--- src/rtl/mips_lsu.sv ---
// mips_lsu -- load/store unit for the single-cycle MIPS core.
//
// Takes the decoder's store enables / load flags together with the ALU
// effective address and rt data, and runs one request/acknowledge
// transaction per memory instruction on a word-addressed, byte-enabled data
// memory port. Stores are lane-replicated with matching byte enables. Load
// results are lane-selected and sign/zero-extended for the write-back mux.
// The core is stalled while an access is outstanding.
//
// Optional build macro: MIPS_LSU_TIMEOUT_EN
//   When defined, a request with no mem_ack for TIMEOUT_CYCLES cycles is
//   abandoned and completes with lsu_bus_err = 1. When undefined, a request
//   waits for mem_ack indefinitely and lsu_bus_err stays 0.
//
// Ports:
//   clk, rst_b               core clock, synchronous active-low reset
//   lsu_valid                instruction present in the memory stage
//   ctrl_s{w,h,b}_memwren    store word / half / byte
//   ctrl_l{w,h,b}_load       load word / half / byte
//   ctrl_load_se             sign-extend (1) / zero-extend (0) sub-word loads
//   lsu_addr, lsu_store_data byte effective address, rt value
//   lsu_stall                hold PC and pipeline (combinational)
//   lsu_done                 one-cycle completion pulse
//   lsu_load_data            formatted load result, valid with lsu_done
//   lsu_align_exc            misaligned access, valid with lsu_done
//   lsu_bus_err              memory timeout, valid with lsu_done
//   mem_req/we/addr/be/wdata data memory request side
//   mem_ack, mem_rdata       data memory completion and read data
module mips_lsu #(
   parameter int TIMEOUT_CYCLES = 64
) (
   input  logic        clk,
   input  logic        rst_b,
   input  logic        lsu_valid,
   input  logic        ctrl_sw_memwren,
   input  logic        ctrl_sh_memwren,
   input  logic        ctrl_sb_memwren,
   input  logic        ctrl_lw_load,
   input  logic        ctrl_lh_load,
   input  logic        ctrl_lb_load,
   input  logic        ctrl_load_se,
   input  logic [31:0] lsu_addr,
   input  logic [31:0] lsu_store_data,
   output logic        lsu_stall,
   output logic        lsu_done,
   output logic [31:0] lsu_load_data,
   output logic        lsu_align_exc,
   output logic        lsu_bus_err,
   output logic        mem_req,
   output logic        mem_we,
   output logic [29:0] mem_addr,
   output logic [3:0]  mem_be,
   output logic [31:0] mem_wdata,
   input  logic        mem_ack,
   input  logic [31:0] mem_rdata
);

   localparam logic [1:0] IDLE = 2'd0;
   localparam logic [1:0] REQ  = 2'd1;
   localparam logic [1:0] RESP = 2'd2;

   // Access size; also used as the registered load kind (NONE for stores).
   localparam logic [1:0] SZ_NONE = 2'd0;
   localparam logic [1:0] SZ_WORD = 2'd1;
   localparam logic [1:0] SZ_HALF = 2'd2;
   localparam logic [1:0] SZ_BYTE = 2'd3;

   localparam logic [7:0] TIMEOUT_LAST = 8'(TIMEOUT_CYCLES - 1);

   logic [1:0]  state;
   logic [1:0]  ld_kind;
   logic [1:0]  ld_off;
   logic        ld_se;
   logic [7:0]  tmo_cnt;

   logic        op_present;
   logic        is_store;
   logic [1:0]  size;
   logic        misaligned;
   logic [3:0]  be_next;
   logic [31:0] wdata_next;

   // Lane-select and extend a read word. Stores (kind NONE) return 0.
   function automatic logic [31:0] fmt_load(input logic [1:0]  kind,
                                            input logic [1:0]  off,
                                            input logic        se,
                                            input logic [31:0] rdata);
      logic [15:0] h;
      logic [7:0]  b;
      h = off[1] ? rdata[31:16] : rdata[15:0];
      case (off)
         2'd0:    b = rdata[7:0];
         2'd1:    b = rdata[15:8];
         2'd2:    b = rdata[23:16];
         default: b = rdata[31:24];
      endcase
      case (kind)
         SZ_WORD: return rdata;
         SZ_HALF: return {{16{se & h[15]}}, h};
         SZ_BYTE: return {{24{se & b[7]}}, b};
         default: return 32'd0;
      endcase
   endfunction

   // Flag decode, priority SW > SH > SB > LW > LH > LB.
   always_comb begin
      is_store = 1'b0;
      size     = SZ_NONE;
      if (ctrl_sw_memwren) begin
         is_store = 1'b1;
         size     = SZ_WORD;
      end else if (ctrl_sh_memwren) begin
         is_store = 1'b1;
         size     = SZ_HALF;
      end else if (ctrl_sb_memwren) begin
         is_store = 1'b1;
         size     = SZ_BYTE;
      end else if (ctrl_lw_load) begin
         size     = SZ_WORD;
      end else if (ctrl_lh_load) begin
         size     = SZ_HALF;
      end else if (ctrl_lb_load) begin
         size     = SZ_BYTE;
      end
   end

   assign op_present = lsu_valid & (size != SZ_NONE);
   assign lsu_stall  = op_present & ~lsu_done;

   assign misaligned = ((size == SZ_WORD) && (lsu_addr[1:0] != 2'd0)) ||
                       ((size == SZ_HALF) && lsu_addr[0]);

   // Byte enables apply to loads too so the memory sees the accessed lanes.
   always_comb begin
      be_next    = 4'b0000;
      wdata_next = 32'd0;
      case (size)
         SZ_WORD: begin
            be_next    = 4'b1111;
            wdata_next = lsu_store_data;
         end
         SZ_HALF: begin
            be_next    = lsu_addr[1] ? 4'b1100 : 4'b0011;
            wdata_next = {2{lsu_store_data[15:0]}};
         end
         SZ_BYTE: begin
            be_next    = 4'b0001 << lsu_addr[1:0];
            wdata_next = {4{lsu_store_data[7:0]}};
         end
         default: ;
      endcase
      if (!is_store)
         wdata_next = 32'd0;
   end

   always_ff @(posedge clk) begin
      if (!rst_b) begin
         state         <= IDLE;
         mem_req       <= 1'b0;
         mem_we        <= 1'b0;
         mem_addr      <= 30'd0;
         mem_be        <= 4'd0;
         mem_wdata     <= 32'd0;
         lsu_done      <= 1'b0;
         lsu_load_data <= 32'd0;
         lsu_align_exc <= 1'b0;
         lsu_bus_err   <= 1'b0;
         ld_kind       <= SZ_NONE;
         ld_off        <= 2'd0;
         ld_se         <= 1'b0;
         tmo_cnt       <= 8'd0;
      end else begin
         case (state)
            // Accept: capture everything, since inputs may change afterwards.
            IDLE: begin
               if (op_present) begin
                  mem_addr  <= lsu_addr[31:2];
                  mem_we    <= is_store;
                  mem_be    <= be_next;
                  mem_wdata <= wdata_next;
                  ld_kind   <= is_store ? SZ_NONE : size;
                  ld_off    <= lsu_addr[1:0];
                  ld_se     <= ctrl_load_se;
                  tmo_cnt   <= 8'd0;
                  if (misaligned) begin
                     state         <= RESP;
                     lsu_done      <= 1'b1;
                     lsu_align_exc <= 1'b1;
                     lsu_load_data <= 32'd0;
                  end else begin
                     state   <= REQ;
                     mem_req <= 1'b1;
                  end
               end
            end
            // Request outstanding: mem_* held until ack (ack wins over timeout).
            REQ: begin
               if (mem_ack) begin
                  lsu_load_data <= fmt_load(ld_kind, ld_off, ld_se, mem_rdata);
                  mem_req       <= 1'b0;
                  lsu_done      <= 1'b1;
                  state         <= RESP;
               end
`ifdef MIPS_LSU_TIMEOUT_EN
               else if (tmo_cnt == TIMEOUT_LAST) begin
                  mem_req       <= 1'b0;
                  lsu_done      <= 1'b1;
                  lsu_bus_err   <= 1'b1;
                  lsu_load_data <= 32'd0;
                  state         <= RESP;
               end
`endif
               else if (tmo_cnt != TIMEOUT_LAST) begin
                  // Saturates so a timeout-free build never wraps.
                  tmo_cnt <= tmo_cnt + 8'd1;
               end
            end
            // Completion cycle: lsu_done high exactly once.
            RESP: begin
               lsu_done      <= 1'b0;
               lsu_align_exc <= 1'b0;
               lsu_bus_err   <= 1'b0;
               lsu_load_data <= 32'd0;
               state         <= IDLE;
            end
            default: state <= IDLE;
         endcase
      end
   end

endmodule

--- config.mk ---
export PLATFORM = sky130hd
export DESIGN_NAME = mips_lsu
export DESIGN_NICKNAME = d
export VERILOG_FILES = /design/src/rtl/mips_lsu.sv
export SDC_FILE = /design/constraint.sdc
export NUM_CORES = 1
export LEC_CHECK = 0
export ABC_AREA = 0
export CORE_ASPECT_RATIO = 1.5
export CORE_MARGIN = 2
export CORE_UTILIZATION = 25
export DETAILED_ROUTE_END_ITERATION = 10
export PLACE_DENSITY = 0.5
export SLEW_MARGIN = 5
export SYNTH_ARGS = -nofsm -noshare
export SYNTH_HDL_FRONTEND = slang
export SYNTH_SLANG_ARGS = --single-unit
export TNS_END_PERCENT = 100
--- constraint.sdc ---
create_clock -name clk -period 2.49 [get_ports clk]
set_input_delay 0.498 -clock clk [delete_from_list [all_inputs] [get_ports clk]]
set_output_delay 0.498 -clock clk [all_outputs]
set_load 0.02 [all_outputs]
==> flow_summary.json <==
{
  "min_from": "mem_wdata[19]$_SDFFE_PN0P_",
  "rrSetupSlack_ps": 390,
  "fin_cells": 1029,
  "p_leak_nw": 2.989,
  "groute.usage.overall_pct": 16.78,
  "setup_viol": 0,
  "clock-sinks": 109,
  "ctsResizeCount": 4,
  "synth_edf_count": 0,
  "die_width_um": 118.1,
  "maxCapViolCount": 0,
  "chipHeight_um": 175.2,
  "ctsHoldBuffers": 0,
  "slew_headroom_pct": 22.41,
  "cts-htree-levels": 3,
  "max_stage_delay_ps": 540,
  "drc": 0,
  "grt_pass1_wl_mm": 27.49,
  "globalplace.congestion": 0.8999,
  "p_sw_share_pct": 29.34,
  "placed_cells": 1013,
  "rr_endpoint": "ld_kind[0]$_SDFFE_PN0P_",
  "synth.ff_latch_count": 109,
  "cts_setup_buffers": 0,
  "finClkSkew_ps": 9.021,
  "powerDensity_mw_per_mm2": 591.8,
  "final_nets": 878,
  "path_clk_slew_ps": 70,
  "crit_chain": "clkdlybuf4s50_1 > or4_4 > o21ai_2 > nor2_1 > clkbuf_2",
  "grt.busiest_layer": "met2",
  "cp-start-kind": "input pin",
  "cp_slowest_cell": "or4_4",
  "hp-class": "flip-flop to flip-flop",
  "syn_to_final_growth_pct": 57.44,
  "netlist_area_mm2": 0.004883,
  "grt_max_degree": 44,
  "via_per_inst": 4.872,
  "cts_buffer_depth": 2,
  "root_buffer": "clkbuf_16",
  "r2r-start": "state[0]$_SDFFE_PN0P_",
  "vias": 5013,
  "ioPinCount": 211,
  "slew_viol_final": 0,
  "use_met2_pct": 30.11,
  "drtPass1Iterations": 5,
  "rsz0062_at_grt": "false",
  "synth_warnings": 0,
  "grt_overflow": 0,
  "internal_power_mw": 3.215,
  "synthFlopType": "dfxtp_1",
  "yosys.cell_types.count": 54,
  "hold_violations": 0,
  "antenna_left": 0,
  "tightestPinTransition_ps": 1162,
  "status": "complete, no violations",
  "synth-async-reset-ratio_pct": 0,
  "post-route-cell-area_mm2": 0.007689,
  "worst_skew_pair.late_latency_ps": 350,
  "postSynthAreaPerCell_um2": 8.720,
  "synth_cells": 560,
  "holdWs_ps": 455.9,
  "cts_buffers": 9,
  "crit_path_start": "ctrl_lh_load",
  "grt_pass1_vias": 5106,
  "routed_wl_mm": 17.74,
  "placed_area_mm2": 0.007390,
  "cts_tree": "built",
  "cp.arrival_ps": 1830,
  "fin_crit_sh_pct": 93.55,
  "hpwl_mm": 13.56,
  "core-area_mm2": 0.01916,
  "die_area_mm2": 0.02069,
  "drive_gt1_share_pct": 8.808,
  "pwr-share-clk_pct": 32.3,
  "path_class": "input pin to primary output",
  "ir_worst_vdd_v": 0.0002992,
  "reg2reg_depth": 7,
  "wl_per_cell_um": 17.24,
  "row_count": 62,
  "fmaxAchievable_mhz": 429.3,
  "drt_iter0_markers": 376,
  "place.port_buffers": 209,
  "syn_nets": 670,
  "cp.required_ps": 1990,
  "period_needed_ps": 2329,
  "met1_usage_pct": 18.15,
  "met3_usage_pct": 6.005,
  "p_switching_mw": 1.335,
  "p_seq_share_pct": 42.3,
  "nFillCells": 1975,
  "antenna_found_initial": 1,
  "endpoint": "lsu_stall",
  "power_frac_comb_pct": 25.4,
  "initial_utilization_pct": 25.49,
  "crit_path_max_fanout": 4,
  "critPathCaptureType": "primary output",
  "seq_area_frac_synth_pct": 44.68
}
placed cells by master, fill, tap and decap left out, types with 17 or more instances in the layout:
cell type / n
clkdlybuf4s50_1: 208
dfxtp_1: 109
nand2_1: 98
a21oi_1: 48
o21ai_0: 29
buf_4: 28
nor2_1: 25
a22oi_1: 24
a22o_1: 24
a21o_1: 18
nand3_1: 17
cells in the mapped netlist, types with 2 or more instances:
master     number  area [µm²]
a211oi_1        2       15.01
a21o_1         18       135.1
a21oi_1        49       245.2
a222oi_1        8       80.08
a22o_1         24       210.2
a22oi_1        24       180.2
a31oi_1        10       62.56
a32o_1          8       80.08
and2_1          2       12.51
buf_1           2       7.510
buf_2          17       85.08
buf_4           3       22.52
buf_8           2       30.03
clkbuf_1       20       75.07
dfxtp_1       109        2182
ha_1            3       37.54
inv_1          13       48.80
mux2i_1        16       160.2
nand2_1        98       367.9
nand2b_1        3       18.77
nand3_1        17       85.08
nand3b_1        8       60.06
nor2_1         25       93.84
nor2b_1         3       18.77
nor3_1          3       15.01
o21ai_0        30       150.1
o21ai_1         3       15.01
o21bai_1        4       30.03
o2bb2ai_1       9       78.83
or2_2           3       18.77
area by class of cell:
class                   count  area, µm²  share of cell area, %
clock inverters             5      58.81                 0.7648
flip-flops and latches    109       2182                  28.38
clock buffers              10      239.0                  3.108
repair buffers            242       2397                  31.18
diodes                      1      2.502                0.03255
multi-input cells         393       2440                  31.73
inverters                  13      48.80                 0.6347
well taps                 256      320.3                  4.166
power groups by stage:
| stage | sequential [mW] | combinational [mW] | clock [mW] |
|---|---|---|---|
| after floorplan | 2.08 | 0.463 | 0 |
| after global placement | 1.96 | 1.16 | 0 |
| after detailed placement | 1.96 | 1.17 | 0 |
| after CTS | 1.93 | 1.17 | 1.52 |
| after global routing | 1.94 | 1.25 | 1.59 |
| final | 1.93 | 1.16 | 1.47 |
per-stage QoR:
| stage | TNS, ps | total power [mW] | utilization (%) | setup WS, ps |
|---|---|---|---|---|
| 2_1_floorplan | 0 | 2.540 | - | 538.9 |
| 3_5_place_dp | -2977 | 3.132 | 38.57 | -331.5 |
| 6_report | 0 | 4.550 | 40.13 | 160.5 |
| 3_3_place_gp | -1140 | 3.116 | 38.57 | -329.1 |
| 4_1_cts | 0 | 4.620 | 40.14 | 13.58 |
| 5_1_grt | 0 | 4.785 | 40.13 | 100.6 |
cells by family after synthesis:
| kind of cell | after synthesis | synth area share (%) |
|---|---|---|
| buffers and inverters | 58 | 5.739 |
| and+or+nand+nor | 171 | 16.14 |
| other | 1 | 0.07679 |
| DFF | 109 | 44.68 |
| AOI/OAI and AO/OA | 199 | 28.39 |
| adders and majority gates | 3 | 0.7687 |
| muxes | 19 | 4.202 |
worst min-delay path by stage:
stage,to,slack [ps],cells after the start
final,mem_wdata[19]$_SDFFE_PN0P_,460,2
after global routing,mem_addr[17]$_SDFFE_PN0P_,470,2
after CTS,mem_addr[17]$_SDFFE_PN0P_,460,2
after detailed placement,mem_wdata[19]$_SDFFE_PN0P_,440,2
after global placement,mem_wdata[16]$_SDFFE_PN0P_,440,2
after floorplan,ld_se$_SDFFE_PN0P_,460,2
critical path: cells and delay by family:
kind / cells / cell delay (ps)
AOI/OAI and AO/OA: 1 / 140
buffers and inverters: 2 / 600
and+or+nand+nor: 2 / 590
per-layer routing:
layer  part of all wire (%)  routed length [µm]
met2                     51                9013
met3                    8.8                1568
met5                      0                   0
met4                    1.8                 318
met1                     39                6837
state kept, by name, summed over array words and instances, names as in the netlist:
signal / cells
lsu_load_data: 32
mem_wdata: 32
mem_addr: 30
mem_be: 4
ld_kind: 2
ld_off: 2
state: 2
ld_se: 1
lsu_align_exc: 1
lsu_done: 1
mem_req: 1
mem_we: 1
Note: power is estimated with default switching activity, not from simulation.
